<file path="config.mk">
export PLATFORM = sky130hd
export DESIGN_NAME = imem_loader
export DESIGN_NICKNAME = d
export VERILOG_FILES = /design/src/rtl/imem_loader.sv
export SDC_FILE = /design/constraint.sdc
export NUM_CORES = 1
export LEC_CHECK = 0
export CAP_MARGIN = 20
export CORE_UTILIZATION = 46
export CTS_CLUSTER_SIZE = 10
export DETAILED_ROUTE_END_ITERATION = 10
export DONT_BUFFER_PORTS = 1
export SYNTH_ARGS = -nofsm -noshare
export SYNTH_HDL_FRONTEND = slang
export SYNTH_SLANG_ARGS = --single-unit
</file>
<file path="constraint.sdc">
create_clock -name clk -period 2.55 [get_ports clk]
set_input_delay 0.3825 -clock clk [delete_from_list [all_inputs] [get_ports clk]]
set_output_delay 0.3825 -clock clk [all_outputs]
set_load 0.005 [all_outputs]
</file>
<file path="src/rtl/imem_loader.sv">
// imem_loader: framed byte-stream loader that fills instruction memory and holds the core in reset until a checked load completes
// Ports: clk/reset (sync, active-high); start pulse; in_valid/in_data/in_ready byte stream;
//        mem_we/mem_addr/mem_wdata big-endian word write port; core_hold, done, error status.
module imem_loader #(
  parameter int MEM_BYTES = 128,
  parameter int ADDR_W = 7
) (
  input  logic              clk,
  input  logic              reset,
  input  logic              start,
  input  logic              in_valid,
  input  logic [7:0]        in_data,
  output logic              in_ready,
  output logic              mem_we,
  output logic [ADDR_W-1:0] mem_addr,
  output logic [31:0]       mem_wdata,
  output logic              core_hold,
  output logic              done,
  output logic              error
);
  localparam logic [2:0] S_IDLE   = 3'd0;
  localparam logic [2:0] S_LEN_HI = 3'd1;
  localparam logic [2:0] S_LEN_LO = 3'd2;
  localparam logic [2:0] S_DATA   = 3'd3;
  localparam logic [2:0] S_WRITE  = 3'd4;
  localparam logic [2:0] S_CHECK  = 3'd5;
  localparam logic [2:0] S_DONE   = 3'd6;
  localparam logic [2:0] S_ERR    = 3'd7;
  localparam logic [15:0] MAX_WORDS = 16'(MEM_BYTES / 4);
  logic [2:0]        r_state;
  logic [7:0]        r_len_hi;
  logic [ADDR_W-2:0] r_len;
  logic [ADDR_W-2:0] r_wcnt;
  logic [1:0]        r_bcnt;
  logic [31:0]       r_shift;
  logic [7:0]        r_xor;
  logic [15:0]       w_len16;
  logic [ADDR_W-2:0] w_wnext;
  logic              w_acc;
  assign w_len16 = {r_len_hi, in_data};
  assign w_wnext = r_wcnt + 1'b1;
  assign w_acc   = in_valid & in_ready;
  always_ff @(posedge clk) begin
    if (reset) begin
      r_state  <= S_IDLE;
      r_len_hi <= '0;
      r_len    <= '0;
      r_wcnt   <= '0;
      r_bcnt   <= '0;
      r_shift  <= '0;
      r_xor    <= '0;
    end else begin
      case (r_state)
        S_IDLE, S_DONE, S_ERR:
          if (start) begin
            r_state <= S_LEN_HI;
            r_wcnt  <= '0;
            r_xor   <= '0;
            r_bcnt  <= '0;
          end
        S_LEN_HI:
          if (w_acc) begin
            r_len_hi <= in_data;
            r_state  <= S_LEN_LO;
          end
        S_LEN_LO:
          if (w_acc) begin
            r_len   <= w_len16[ADDR_W-2:0];
            r_state <= (w_len16 > MAX_WORDS) ? S_ERR : (w_len16 == 16'd0) ? S_CHECK : S_DATA;
          end
        S_DATA:
          if (w_acc) begin
            r_shift <= {r_shift[23:0], in_data};
            r_xor   <= r_xor ^ in_data;
            r_bcnt  <= r_bcnt + 2'd1;
            if (r_bcnt == 2'd3) r_state <= S_WRITE;
          end
        S_WRITE: begin
          r_wcnt  <= w_wnext;
          r_state <= (w_wnext == r_len) ? S_CHECK : S_DATA;
        end
        S_CHECK:
          if (w_acc) r_state <= (in_data == r_xor) ? S_DONE : S_ERR;
        default: r_state <= S_IDLE;
      endcase
    end
  end
  // Address uses the pre-increment counter: the word index being written this cycle.
  assign in_ready  = (r_state == S_LEN_HI) | (r_state == S_LEN_LO) | (r_state == S_DATA) | (r_state == S_CHECK);
  assign mem_we    = r_state == S_WRITE;
  assign mem_addr  = {r_wcnt[ADDR_W-3:0], 2'b00};
  assign mem_wdata = r_shift;
  assign core_hold = r_state != S_DONE;
  assign done      = r_state == S_DONE;
  assign error     = r_state == S_ERR;
endmodule

</file>
# Word level (Yosys, flattened, before mapping)
# Cells that the tools add are included.
[totals] latchBits=0 mem_count=0 rom_bits=0 in_bits=12 mem_bits_rw=0 reg_bits=65
[classes] mul=0 n_lt_le_gt_ge=1 n_eq_ne=17 n_mux=19 n_shift=0 n_reduce_logical=11 n_bitwise=5 add_sub_neg=2 n_div=0
[ops] operator="3-bit two-way mux" n=9
[ops] operator="3-bit case mux with 6 select lines" n=1
[ops] operator="16-bit by 6-bit greater-than comparator with 1-bit output (second input constant)" n=1
[ops] operator="16-bit zero test" n=1
[ops] operator="8-bit two-way mux" n=2
[ops] operator="8-bit case mux with 2 select lines" n=1
[ops] operator="3-bit equality test (second input constant)" n=4
[ops] operator="2-bit inequality test (second input constant)" n=6
[ops] operator="6-bit case mux with 2 select lines" n=1
[ops] operator="8-bit equality test" n=1
[ops] operator="2-bit AND reduction" n=4
[ops] operator="8-bit XOR" n=1
[ops] operator="6-bit by 1-bit adder with 6-bit output (second input constant)" n=1
[ops] operator="3-bit by 2-bit equality test with 1-bit output (second input constant)" n=2
[ops] operator="6-bit equality test" n=1
[ops] operator="6-bit two-way mux" n=1
[ops] operator="6-bit AND reduction" n=1
[ops] operator="2-bit two-way mux" n=2
[ops] operator="2-bit case mux with 2 select lines" n=1
[ops] operator="2-bit nonzero test" n=2
[ops] operator="3-bit by 1-bit equality test with 1-bit output (second input constant)" n=1
[ops] operator="3-bit zero test" n=1
[ops] operator="3-bit inequality test (second input constant)" n=1
[ops] operator="1-bit bitwise OR" n=3
[ops] operator="other kinds (6)" n=6

# Logic depth before layout (Yosys ltp)
[depth] ltp_word=7 mapped_depth=7

# Worst setup path before layout
# No wires, ideal clock.
[synth_path] kind="register -> register" start="register r_wcnt[0]" end="register r_state[1]" path_slack_ns=0.942 arrival_ns=1.476 setup_time_ns=0.131 stages_incl_launch_ff=7 path_cell_list="dfxtp_1 > ha_1 > xor2_1 > o2111ai_1 > o21ai_0 > o41ai_1 > a31oi_1"
[synth_via] elab_chain_len=4
[synth_rtl] element="from (decl)" line="33" text="logic [ADDR_W-2:0] r_wcnt;"
[synth_rtl] element="from (signal assigned)" line="79" text="r_wcnt <= w_wnext;"
[synth_rtl] element="6-bit by 1-bit adder with 6-bit output" line="41" text="assign w_wnext = r_wcnt + 1'b1;"
[synth_rtl] element="6-bit equality test" line="80" text="r_state <= (w_wnext == r_len) ? S_CHECK : S_DATA;"
[synth_rtl] element="3-bit two-way mux" line="80"
[synth_rtl] element="3-bit case mux with 6 select lines" line="53" text="case (r_state)"
[synth_rtl] element="to (signal assigned)" line="69" text="r_state <= (w_len16 > MAX_WORDS) ? S_ERR : (w_len16 == 16'd0) ? S_CHECK : S_DATA;"
[synth_rtl] element="to (signal assigned)" line="80"
[synth_rtl] element="to (signal assigned)" line="83" text="if (w_acc) r_state <= (in_data == r_xor) ? S_DONE : S_ERR;"
[synth_rtl] element="to (decl)" line="30" text="logic [2:0] r_state;"
# Every way passes these cells.
# A chain may end at the register's enable or synchronous reset.

# Final worst setup path
[layout_path] start="register r_state[1]" end="register r_xor[0]"
[layout_via] elab_chain_len=7 elab_cells_between_ends=17 cone_classes="8 x eq/ne; 1 x mux; 4 x bitwise; 4 x reduce/logical"
[layout_rtl] element="3-bit by 1-bit equality test with 1-bit output / 3-bit by 2-bit equality test with 1-bit output (equally long branches)" line="89" text="assign in_ready = (r_state == S_LEN_HI) | (r_state == S_LEN_LO) | (r_state == S_DATA) | (r_state == S_CHECK);"
[layout_rtl] element="1-bit bitwise OR (3 in series)" line="89"
[layout_rtl] element="1-bit bitwise AND" line="42" text="assign w_acc = in_valid & in_ready;"
[layout_rtl] element="2-bit inequality test (no source line)"
[layout_rtl] element="3-bit AND reduction (no source line)"
[layout_rtl] element="to (signal assigned)" line="74" text="r_xor <= r_xor ^ in_data;"
[layout_rtl] element="to (decl)" line="36" text="logic [7:0] r_xor;"
# Several ways; a longest one is shown, not always the timed one.

==> flow_summary.toml <==
[run_status]
outcome = "finished, final reports clean"

[critical_path]
required_ps = 2830
r2r_end = "r_xor[0]"
r2r_slack_ps = 600
crit_fanout = 40
worstSetupEndpointType = "register"
r2r.worst_path.cells = 6
crit_path_cell_trace = "and2b_1 > nand2_2 > nor2_2 > buf_4 > nand3b_1 > a21oi_1"
path_delay_family = "simple AND/OR/NAND/NOR gates"
slowest_delay_ps = 640
critPathBufInv = 1
slowest_stage = "dfxtp_1"
worst-setup-path-type = "reg2reg"
arrival_ps = 2240
startpoint_type = "register"
r2r_start = "r_state[1]"

[pwr]
switching_share_pct = 22.3
pwr_density_cell_nw_per_um2 = 704
pwr-share-clk_pct = 48.5
power_frac_seq_pct = 46.3
p_comb_share_pct = 5.2
power.leakage_uw = 0.00114
switchingPower_uw = 504
peakVddDrop_v = 0.000478
p_int_uw = 1760

[yosys]
ys_seq_elements = 65
synth_cell_type_count = 47
synth_flop_cell = "dfxtp_1"
ys.warnings.count = 0
syn_inst = 381
yosysSeqAreaShare_pct = 43.3
synth_edf_count = 0
netlist_area_um2 = 3010
async_flop_share_pct = 0
avgSynthCellArea_um2 = 7.89

[timing]
worst_pin_slew_ps = 645
worst_hold_slack_ps = 106
layout_min_cycle_time_ps = 1950
drv_slew = 0
finalSetupViolCount = 0
fin_setup_tns_ps = 0
period_share_pct = 76.5
fin_skew_ps = 8.33
max_freq_mhz = 512
relSlewSlack_pct = 56.8
grt_setup_unrepaired = "no"
hold_viol = 0

[drt]
drc = 0
vias = 2426
drt_pass1_iterations = 4
avgRoutedWirePerCell_um = 15.0
wirelength_um = 6720
ant_nets = 0
drtIter0Drc = 204
viasPerCell = 5.40

[worst_hold_path]
min_path_type = "in2reg"
min-delay-start = "reset"
hold_depth = 1
whs_endpoint = "mem_wdata[30]"

[global_route]
grt_max_degree = 67
grt_antenna_before_repair = 0
grt_first_pass_wirelength_um = 11200
grt_pass1_vias = 2184
gr-usage-all-layers_pct = 20.2
grt_overflow = 0

[floorplanning]
fp.dieArea_um2 = 6860
fp.dieH_um = 82.8
fp.dieW_um = 82.8
row_count = 29
io_pins = 56
initial_core_util_pct = 47.6
core_region_area_um2 = 6310

[layout]
drive_gt1_share_pct = 6.99
n_fill_cell = 637
finalNetCount = 381
mostFrequentLayoutCell = "nand2_1"
final_util_pct = 50.9
num_antenna_cells = 0
final_cell_mix = "nand2_1 (79), dfxtp_1 (65), a21oi_1 (49)"
area_growth_pct = 6.87

[clock_network]
clock_sinks = 65
cts_tree = "built"
cts.clk_slew.worst_paths_ps = 80
cts_buffer_depth = 2
cts.htree.levels = 3
numCtsBuffers = 9
clockRootBuffer = "clkbuf_8"
clk_latency_ps = 350
hold_buffers = 0
postCtsSetupRepairBufs = 0
cts_resized = 0

[place]
port-buffer-count = 0
place_hpwl_um = 4400
gp_congestion = 0.771

[run]
drv_cap = 0
==> cell families after synthesis <==
logic type | count (synthesis) | share of synthesized area, %
AND/OR/NAND/NOR | 160 | 24.2
AO/OA/AOI/OAI | 89 | 16.8
flip-flops | 65 | 43.3
buffers and inverters | 40 | 7.16
multiplexers | 14 | 4.66
XOR/XNOR | 10 | 2.91
adder cells (fa/ha/maj) | 2 | 0.833
other | 1 | 0.125
==> state kept, by name, indices dropped and copies added, names as in the netlist <==
signal	flops
mem_wdata	32
r_bcnt	2
r_len	6
r_len_hi	8
r_state	3
r_wcnt	6
r_xor	8
==> worst reg2reg max path, delay by kind of cell (launching register included) <==
family | cells | cell delay (ps)
AND/OR/NAND/NOR | 4 | 740
flip-flops | 1 | 640
buffers and inverters | 1 | 370
AO/OA/AOI/OAI | 1 | 150
==> synth_stat cells, types with 2 or more instances <==
master	instances	area, um^2
o21ai_0	19	95.1
xnor2_1	6	52.6
nand2_1	79	297
xor2_1	4	35.0
o41ai_1	2	17.5
dfxtp_1	65	1300
nor2_1	36	135
nor2b_1	10	62.6
nor4_1	5	31.3
a21oi_1	49	245
inv_1	10	37.5
buf_2	6	30.0
and2b_1	2	15.0
a22oi_1	2	15.0
a31oi_1	5	31.3
buf_6	3	33.8
nand3b_1	3	22.5
nand2b_1	2	12.5
buf_4	9	67.6
or3_1	3	18.8
mux2i_1	14	140
and3_1	5	31.3
clkbuf_1	11	41.3
ha_1	2	25.0
nand3_1	7	35.0
==> final cells by class <==
type	count	area, um^2	share of cell area, %
Clock buffer	10	138	4.29
Clock inverter	6	114	3.54
Inverter	10	37.5	1.17
Multi-Input combinational cell	277	1500	46.6
Sequential cell	65	1300	40.5
Tap cell	77	96.3	3.00
Timing Repair Buffer	4	30.0	0.935
==> power groups by stage <==
stage               sequential (uW)  combinational, uW  clock [uW]
global placement               1070                117           0
floorplan                      1060                130           0
CTS                            1050                118        1120
finish                         1050                117        1100
detailed placement             1070                118           0
global route                   1050                132        1160
==> per-stage QoR <==
step	instance area (um^2)	instances	setup slack, ps	power (uW)
finish	3210	449	599	2260
global route	3210	449	392	2340
CTS	3210	449	589	2290
detailed placement	2960	433	626	1190
global placement	2960	433	663	1190
floorplan	3010	382	942	1190
==> layer usage <==
layer  up-vias  routed length (um)  GRT usage (%)
met5         -                   0              0
met2        55                3140           29.8
li1       1256                   -              -
met1      1108                3160           28.1
met4         0                  51           4.86
met3         7                 379           7.46
==> worst max-delay path by stage <==
stage | from | to | slack [ps] | depth (start not counted)
final | r_state[1] | r_xor[0] | 600 | 6
after detailed placement | r_state[1] | r_xor[0] | 630 | 6
after global placement | r_state[0] | r_bcnt[1] | 660 | 6
after floorplan | r_wcnt[0] | r_state[1] | 940 | 6
after global routing | r_state[1] | r_xor[5] | 390 | 6
after CTS | r_wcnt[0] | r_state[1] | 590 | 6
Note: power is estimated with default switching activity, not from simulation.
